`src/rtl/register_file_sb.sv`:
```
// register_file_sb: scoreboarded register file, two combinational read ports, one write port, per-register busy bits.
// Define REGFILE_BYPASS_EN to forward write-back data and busy clearing to the read ports in the same cycle.
module register_file_sb #(
    parameter int DATA_W   = 32,
    parameter int ADDR_W   = 4,
    parameter bit ZERO_REG = 1'b0
) (
    input  logic              clk,
    input  logic              rst,
    input  logic              wr_en,
    input  logic [ADDR_W-1:0] wr_addr,
    input  logic [DATA_W-1:0] wr_data,
    input  logic              res_en,
    input  logic [ADDR_W-1:0] res_addr,
    output logic              res_ok,
    input  logic              flush,
    input  logic [ADDR_W-1:0] rd_addr_a,
    input  logic [ADDR_W-1:0] rd_addr_b,
    output logic [DATA_W-1:0] rd_data_a,
    output logic [DATA_W-1:0] rd_data_b,
    output logic              rd_busy_a,
    output logic              rd_busy_b,
    output logic [ADDR_W:0]   busy_count
);
    localparam int DEPTH = 2**ADDR_W;

    logic [DATA_W-1:0] regs [DEPTH];
    logic [DEPTH-1:0]  busy;
    logic [DEPTH-1:0]  busy_nxt;
    logic              wr_act;
    logic              res_act;

    function automatic logic is_hardwired(input logic [ADDR_W-1:0] addr);
        return ZERO_REG && (addr == '0);
    endfunction

    function automatic logic [ADDR_W:0] popcount(input logic [DEPTH-1:0] vec);
        logic [ADDR_W:0] cnt;
        cnt = '0;
        for (int i = 0; i < DEPTH; i++) begin
            cnt = cnt + (ADDR_W+1)'(vec[i]);
        end
        return cnt;
    endfunction

    // A hardwired zero register never stores data and never becomes busy.
    assign wr_act  = wr_en && !is_hardwired(wr_addr);
    assign res_ok  = !busy[res_addr] && !flush;
    assign res_act = res_en && res_ok && !is_hardwired(res_addr);

    // Set is applied after clear so a same-cycle reserve of the written register wins.
    always_comb begin
        busy_nxt = busy;
        if (flush) begin
            busy_nxt = '0;
        end else begin
            if (wr_act) busy_nxt[wr_addr] = 1'b0;
            if (res_act) busy_nxt[res_addr] = 1'b1;
        end
    end

    always_ff @(posedge clk) begin
        if (!rst) begin
            for (int i = 0; i < DEPTH; i++) begin
                regs[i] <= '0;
            end
            busy       <= '0;
            busy_count <= '0;
        end else begin
            if (wr_act) regs[wr_addr] <= wr_data;
            busy       <= busy_nxt;
            busy_count <= popcount(busy_nxt);
        end
    end

`ifdef REGFILE_BYPASS_EN
    // Forwarding is suppressed while reset is held so reads stay at zero.
    logic fwd;
    assign fwd = wr_act && rst;
`endif

    always_comb begin
        rd_data_a = regs[rd_addr_a];
        rd_busy_a = busy[rd_addr_a];
`ifdef REGFILE_BYPASS_EN
        if (fwd && (wr_addr == rd_addr_a)) begin
            rd_data_a = wr_data;
            rd_busy_a = 1'b0;
        end
`endif
        if (is_hardwired(rd_addr_a)) begin
            rd_data_a = '0;
            rd_busy_a = 1'b0;
        end
    end

    always_comb begin
        rd_data_b = regs[rd_addr_b];
        rd_busy_b = busy[rd_addr_b];
`ifdef REGFILE_BYPASS_EN
        if (fwd && (wr_addr == rd_addr_b)) begin
            rd_data_b = wr_data;
            rd_busy_b = 1'b0;
        end
`endif
        if (is_hardwired(rd_addr_b)) begin
            rd_data_b = '0;
            rd_busy_b = 1'b0;
        end
    end

endmodule

```
`config.mk`:
```
export PLATFORM = sky130hd
export DESIGN_NAME = register_file_sb
export DESIGN_NICKNAME = d
export VERILOG_FILES = /design/src/rtl/register_file_sb.sv
export SDC_FILE = /design/constraint.sdc
export NUM_CORES = 1
export LEC_CHECK = 0
export CAP_MARGIN = 10
export CORE_ASPECT_RATIO = 0.8
export CORE_MARGIN = 2
export CORE_UTILIZATION = 48
export CTS_BUF_LIST = sky130_fd_sc_hd__clkbuf_16
export DETAILED_ROUTE_END_ITERATION = 8
export GPL_TIMING_DRIVEN = 0
export HOLD_SLACK_MARGIN = 0.05
export PLACE_DENSITY = 0.69
export SETUP_SLACK_MARGIN = 0.1
export SLEW_MARGIN = 15
export SYNTH_ARGS = -nofsm -noshare
export SYNTH_HDL_FRONTEND = slang
export SYNTH_SLANG_ARGS = --single-unit
```
`constraint.sdc`:
```
create_clock -name clk -period 5.2 [get_ports clk]
set_clock_uncertainty 0.2 [all_clocks]
set_input_delay 0.52 -clock clk [delete_from_list [all_inputs] [get_ports clk]]
set_output_delay 0.52 -clock clk [all_outputs]
set_load 0.02 [all_outputs]
```
# Yosys cells after proc, flatten, opt, wreduce, memory -nomap -nowiden
# Memories as Yosys holds them, arrays and structs flattened.
# Cells that the tools add are included.
op_classes:
  add_sub_neg: 15
  n_lt_le_gt_ge: 6
  n_mux: 21
  bitwise_logic: 3
  n_reduce_logical: 7
ops:
  columns: ["cell", "count"]
  rows:
  - ["$mux W16", 4]
  - ["$add A5 B1 Y5", 11]
  - ["$mux W32", 1]
  - ["$reduce_or A32 Y1", 1]
  - ["$lt A4 B5 Y1 const B", 4]
  - ["$and A16 B16 Y16", 1]
  - ["$not A16 Y16", 1]
  - ["$or A16 B16 Y16", 1]
  - ["$bmux W1 S4", 3]
  - ["$mux W1", 10]
  - ["$demux W1 S4", 2]
  - ["$ge A4 B1 Y1 const B", 2]
  - ["$add A4 B1 Y5", 1]
  - ["$add A3 B1 Y4", 1]
  - ["$logic_and A1 B1 Y1", 4]
  - ["$mux W4", 1]
  - ["$add A2 B1 Y3", 1]
  - ["$add A1 B1 Y2", 1]
  - ["$logic_not A1 Y1", 2]
totals:
  reg_bits: 21
  mem_bits_rw: 512
  elab_cells: 55
  mem_count: 1
mem_list:
  columns: ["memory", "depth", "width", "rd", "rd_clocked_by_memory_dff", "wr", "line_no", "rtl"]
  rows:
  - ["regs", 16, 32, 2, 0, 16, "27", "logic [DATA_W-1:0] regs [DEPTH];"]

# Logic depth before layout (Yosys ltp)
logic_depth:
  word_depth: 26
  mapped_depth: 18
  ltp_nobuf: 17

# Worst setup path before layout
# Ideal clock, no wire load.
synth_timing:
  path_type: "input port to flip-flop"
  from: "input port res_addr[3]"
  to: "register busy_count[2]"
  arrival_time_ns: 4.410
  setup_slack_ns: 0.510
  stages: 16
  n_path_buf: 1
  cell_sequence: "clkbuf_1 > or4b_1 > nor3_1 > a21oi_1 > nor2_1 > fa_1 > inv_1 > fa_1 > fa_1 > inv_1 > fa_1 > ha_1 > inv_1 > fa_1 > nor2b_1 > nor3b_1"
synth_between:
  elab_chain_cells: 22
synth_rtl:
  columns: ["element", "line_no", "rtl"]
  rows:
  - ["start: declaration", "14", "input logic [ADDR_W-1:0] res_addr,"]
  - ["$lt A4 B5 Y1 (implied by the code) (tied with other cells)", "58", "if (res_act) busy_nxt[res_addr] = 1'b1;"]
  - ["$logic_and A1 B1 Y1 (implied by the code) or $mux W1 (tied branches)", "58, 48", null]
  - ["$mux W1 (implied by the code) or $logic_not A1 Y1 (tied branches)", "58, 48", null]
  - ["$demux W1 S4 or $logic_and A1 B1 Y1 (tied branches)", "58, 48", null]
  - ["$or A16 B16 Y16 (no line) or $logic_and A1 B1 Y1 (tied branches)", null, null]
  - ["$mux W16 *", "58", null]
  - ["$mux W16 *", "54", "if (flush) begin"]
  - ["net busy_nxt[0]", "29", "logic [DEPTH-1:0] busy_nxt;"]
  - ["$add A1 B1 Y2 *", "41", "cnt = cnt + (ADDR_W+1)'(vec[i]);"]
  - ["$add A2 B1 Y3 *", "41", null]
  - ["$add A3 B1 Y4 *", "41", null]
  - ["$add A4 B1 Y5 *", "41", null]
  - ["$add A5 B1 Y5 * (11 in a row)", "41", null]
  - ["end signal: assignment", "72", "busy_count <= popcount(busy_nxt);"]
  - ["end: declaration", "23", "output logic [ADDR_W:0] busy_count"]
# The timed path passes the listed nets; every way through them passes the cells marked *. The select of a mux whose other input is x is not followed.
# A chain may end at the register's enable or synchronous reset.

# Final worst setup path
layout_timing:
  from: "input port wr_addr[2]"
  to: "register busy_count[2]"
layout_between:
  elab_chain_cells: 26
layout_rtl:
  columns: ["element", "line_no", "rtl"]
  rows:
  - ["start: declaration", "11", "input logic [ADDR_W-1:0] wr_addr,"]
  - ["$lt A4 B5 Y1 (implied by the code) or $ge A4 B1 Y1 (tied branches)", "57", "if (wr_act) busy_nxt[wr_addr] = 1'b0;"]
  - ["$logic_and A1 B1 Y1 (implied by the code)", "57", null]
  - ["$mux W1 (implied by the code)", "57", null]
  - ["$demux W1 S4 *", "57", null]
  - ["$not A16 Y16 (no line) *", null, null]
  - ["$and A16 B16 Y16 (no line) *", null, null]
  - ["$mux W16 *", "57", null]
  - ["$mux W16 *", "54", null]
  - ["$or A16 B16 Y16 (no line)", null, null]
  - ["$mux W16 *", "58", null]
  - ["$mux W16 *", "54", null]
  - ["net busy_nxt[0]", "29", null]
  - ["$add A1 B1 Y2 *", "41", null]
  - ["$add A2 B1 Y3 *", "41", null]
  - ["$add A3 B1 Y4 *", "41", null]
  - ["$add A4 B1 Y5 *", "41", null]
  - ["$add A5 B1 Y5 * (11 in a row)", "41", null]
# Marks and branches as above.

==> run summary <==
The run finished with clean final reports. The tightest slew margin relative to the limit is 0.162. The worst setup path is of the primary input to flop kind. The largest single stage delay on the critical path is 0.57 ns. The repair_antennas step left the layout with diodes totalling 0.

Setup repair after global routing left no endpoint under its margin. For this design, the sink count on the clock tree is 533. After synthesis, the mean cell area works out to 15.0 um^2. The register clock-pin slew on the reported worst setup and hold paths was 0.06 ns. Cell type group with the largest total delay on the critical path: adder cells.

The analysis attributes to cell leakage a power of 11.3 nW. Measured along the y axis, the die boundary spans 221 um. The detail route stage leaves a number of antenna-violating nets equal to 0. Timing would allow up to 207 MHz. The mapped netlist covers 28300 um^2. The logs give 0.302 for the global-route usage over all layers and 79 for the number of placement rows. Before antenna repair, the detailed router went through 8 iterations. The largest individual stage delay along the critical path comes from the cell sky130_fd_sc_hd__fa_1. The critical path data arrival time is 5.20 ns, and the number of ports placed on the die boundary is 125. The path class of the tightest hold or removal check is primary input to flop.

The fraction of synthesis flops using an asynchronous set or reset pin is 0, and the hold violation count in the final report is 0. For the later-pin clock latency in the skew report, the log shows 0.64 ns. Routability-driven placement finished with a final weighted congestion of 0.907.

STA classifies the critical path startpoint as a primary input. The worst setup path is captured at a flop. Entering global routing, the biggest net connects 33 pins.

The buffer cell driving the clock tree root was sky130_fd_sc_hd__clkbuf_16. At the pin with the least slew margin, the transition time is 1.26 ns. The via count of the first global-routing pass came out at 19.2k. No sink is reached through more buffers than the 3 on the longest clock path. For the portion of the post-synthesis area used by sequential elements, the log shows 0.559. The total of endpoints with negative setup slack in the final report is 0.

The register bit count reported by yosys is 533, and the area used by sequential logic in the layout is 15800 um^2. For this run, design rule violations remaining after detail routing come to 0. Buffers placed on the I/O ports in this run total 116. Share of cells above drive strength 1: 0.206. During synthesis, Yosys emitted a total of 0 warnings.

The final count of pins violating max slew is 0. Area added between synthesis and finish: 15.1%. The floorplan core area is 58200 um^2, and the minimum clock period is 4.84 ns. The number of different library cells used by synthesis comes to 40. The overall die area is 60800 um^2, and the post-route total power is 10.4 mW. Counting the buffers created by CTS gives 55.

For this block, the routed nets add up to 90900 um of wire. In this run the worst path has a maximum fanout of 10. The number of antenna violations at the first check in global routing is 3.

In this run the power density over the cells is 321 nW/um^2. The CTS H-tree depth is 2, and the die width is 275 um. The post-route clock period utilization works out to 0.930. The dominant synthesized flop cell is sky130_fd_sc_hd__edfxtp_1.

In the routed layout, each cell is associated on average with a via count of 6.53. Most frequent cell on the critical path: sky130_fd_sc_hd__fa_1. After detailed placement, the design holds a cell count of 2778.

The detailed router placed 18.8k vias in this run. Core occupancy in the finished layout: 0.559. After legalization and detailed placement, the total HPWL measured 61100 um.

The number of enable-type register cells in the synthesized netlist was 512. Synthesis handed over a netlist of 1878 instances. The overall overflow remaining after global route was 0. Across the VDD grid, the largest voltage drop is 0.272 mV.

TritonCTS built the clock tree. After the flow finishes, the layout carries non-filler instances totaling 2879. The average wire length per cell after detail routing is 31.6 um, and the count of maximum capacitance violations is 0. After filler insertion, the fill cell instance count of the layout stands at 4643.

The number of buffers and inverters on the critical path is 5. For the effective utilization at floorplan, the log shows 0.485. At the end of the flow, the number of nets in the layout was 2135. Walking the worst path, the cells encountered are clkdlybuf4s50_1 -> buf_2 -> nor3b_2 -> nand2_1 -> a21oi_1 -> nor2_1 -> fa_1 -> inv_1 -> fa_1 -> fa_1 -> inv_1 -> fa_1 -> ha_1 -> inv_1 -> fa_1 -> nor2b_1 -> nor3b_1. For the worst setup path, the data required time is 5.56 ns. The first global-routing pass estimated 130000 um of wire. Summing all multi-input logic gate instances after layout gives 11700 um^2. After the first detailed-routing iteration, the DRC count stood at 2586. Counting every net in the synthesized netlist gives 1946.
what timing repair did:
item / 4_1_cts / 5_1_grt
hold buffers: 0 / 0
pin swaps: 0 / 1
gates resized for setup: 1 / 4
buffers inserted: 0 / 1
setup endpoints to repair: 4 / 2
endpoints found under the hold margin: 0 / 0
metal layers:
metal,track usage,wire (um),vias to the layer above
li1,-,-,7600
met1,0.413,34700,9649
met2,0.456,41200,1298
met3,0.0908,11300,239
met4,0.118,3700,4
met5,0,23,-
power breakdown:
part / total (mW) / internal (mW) / switching, mW / leakage [nW]
Clock: 3.92 / 2.17 / 1.75 / 0.905
Combinational: 1.44 / 0.638 / 0.807 / 5.37
Sequential: 5.07 / 4.95 / 0.117 / 5.07
state kept, by name (all words and copies together), names as in the netlist:
register and flops:
busy 16, busy_count 5, regs 512
cell type report:
cell class              count  area share
flip-flops and latches    533       0.485
multi-input cells        1149       0.358
repair buffers            132      0.0458
clock buffers              57      0.0438
well taps                 769      0.0296
plain buffers             184      0.0263
clock inverters            43     0.00934
inverters                  12     0.00138
cell usage after synthesis (all sizes together), types with 7 or more instances:
| master | instances | area [um^2] |
|---|---|---|
| a22oi | 136 | 1020 |
| and3 | 33 | 206 |
| edfxtp | 512 | 15400 |
| buf | 51 | 355 |
| nand2 | 101 | 379 |
| inv | 12 | 45.0 |
| nor2b | 7 | 43.8 |
| nor3 | 11 | 70.1 |
| a21oi | 11 | 55.1 |
| o21ai | 7 | 35.0 |
| and2 | 488 | 3050 |
| fa | 10 | 200 |
| dfxtp | 21 | 420 |
| clkbuf | 133 | 499 |
| nor2 | 35 | 131 |
| mux4 | 268 | 6040 |
logic make-up after synthesis:
logic type | Yosys count | synth area share
compound gates | 161 | 0.0414
fa+ha+maj | 15 | 0.00930
mux | 269 | 0.214
simple gates | 703 | 0.144
flops | 533 | 0.559
buf+inv | 196 | 0.0318
xor+xnor | 1 | 0.000310
final timing paths:
kind                             from                  endpoint  cells past startpoint  slack (ns)
hold / removal            res_addr[1]       busy[15]$_SDFF_PN0_                      4        0.30
setup reg to reg  busy[15]$_SDFF_PN0_  busy_count[2]$_SDFF_PN0_                     13        0.91
hold reg to reg   busy[13]$_SDFF_PN0_       busy[13]$_SDFF_PN0_                      2        0.43
setup / recovery           wr_addr[2]  busy_count[2]$_SDFF_PN0_                     17        0.36
worst min-delay path, stage by stage:
cell and delay (ns):
sky130_fd_sc_hd__buf_2 0.17, sky130_fd_sc_hd__nand2_1 0.19, sky130_fd_sc_hd__or3_1 0.15, sky130_fd_sc_hd__a21oi_1 0.06
layout by cell type (no fill, tap or decap), drive strengths merged, types with 11 or more instances in the layout:
cell type / instances
clkinv: 23
nor2: 35
clkbuf: 190
and3: 33
nand2: 101
a22oi: 136
a21oi: 11
dfxtp: 21
clkdlybuf4s50: 116
buf: 67
inv: 27
nor3: 11
edfxtp: 512
and2: 488
mux4: 268
stage by stage:
step | area, um^2 | TNS (ns) | setup slack [ns] | hold slack [ns]
after CTS | 32500 | 0 | 0.153 | 0.283
after floorplan | 28300 | 0 | 0.510 | 0.277
after detailed placement | 30800 | -2.87 | -0.750 | 0.406
after global placement | 30400 | -156.32 | -2.69 | 0.404
final | 32500 | 0 | 0.362 | 0.302
after global routing | 32500 | 0 | 0.108 | 0.339
Power figures use the tool's default switching activity.
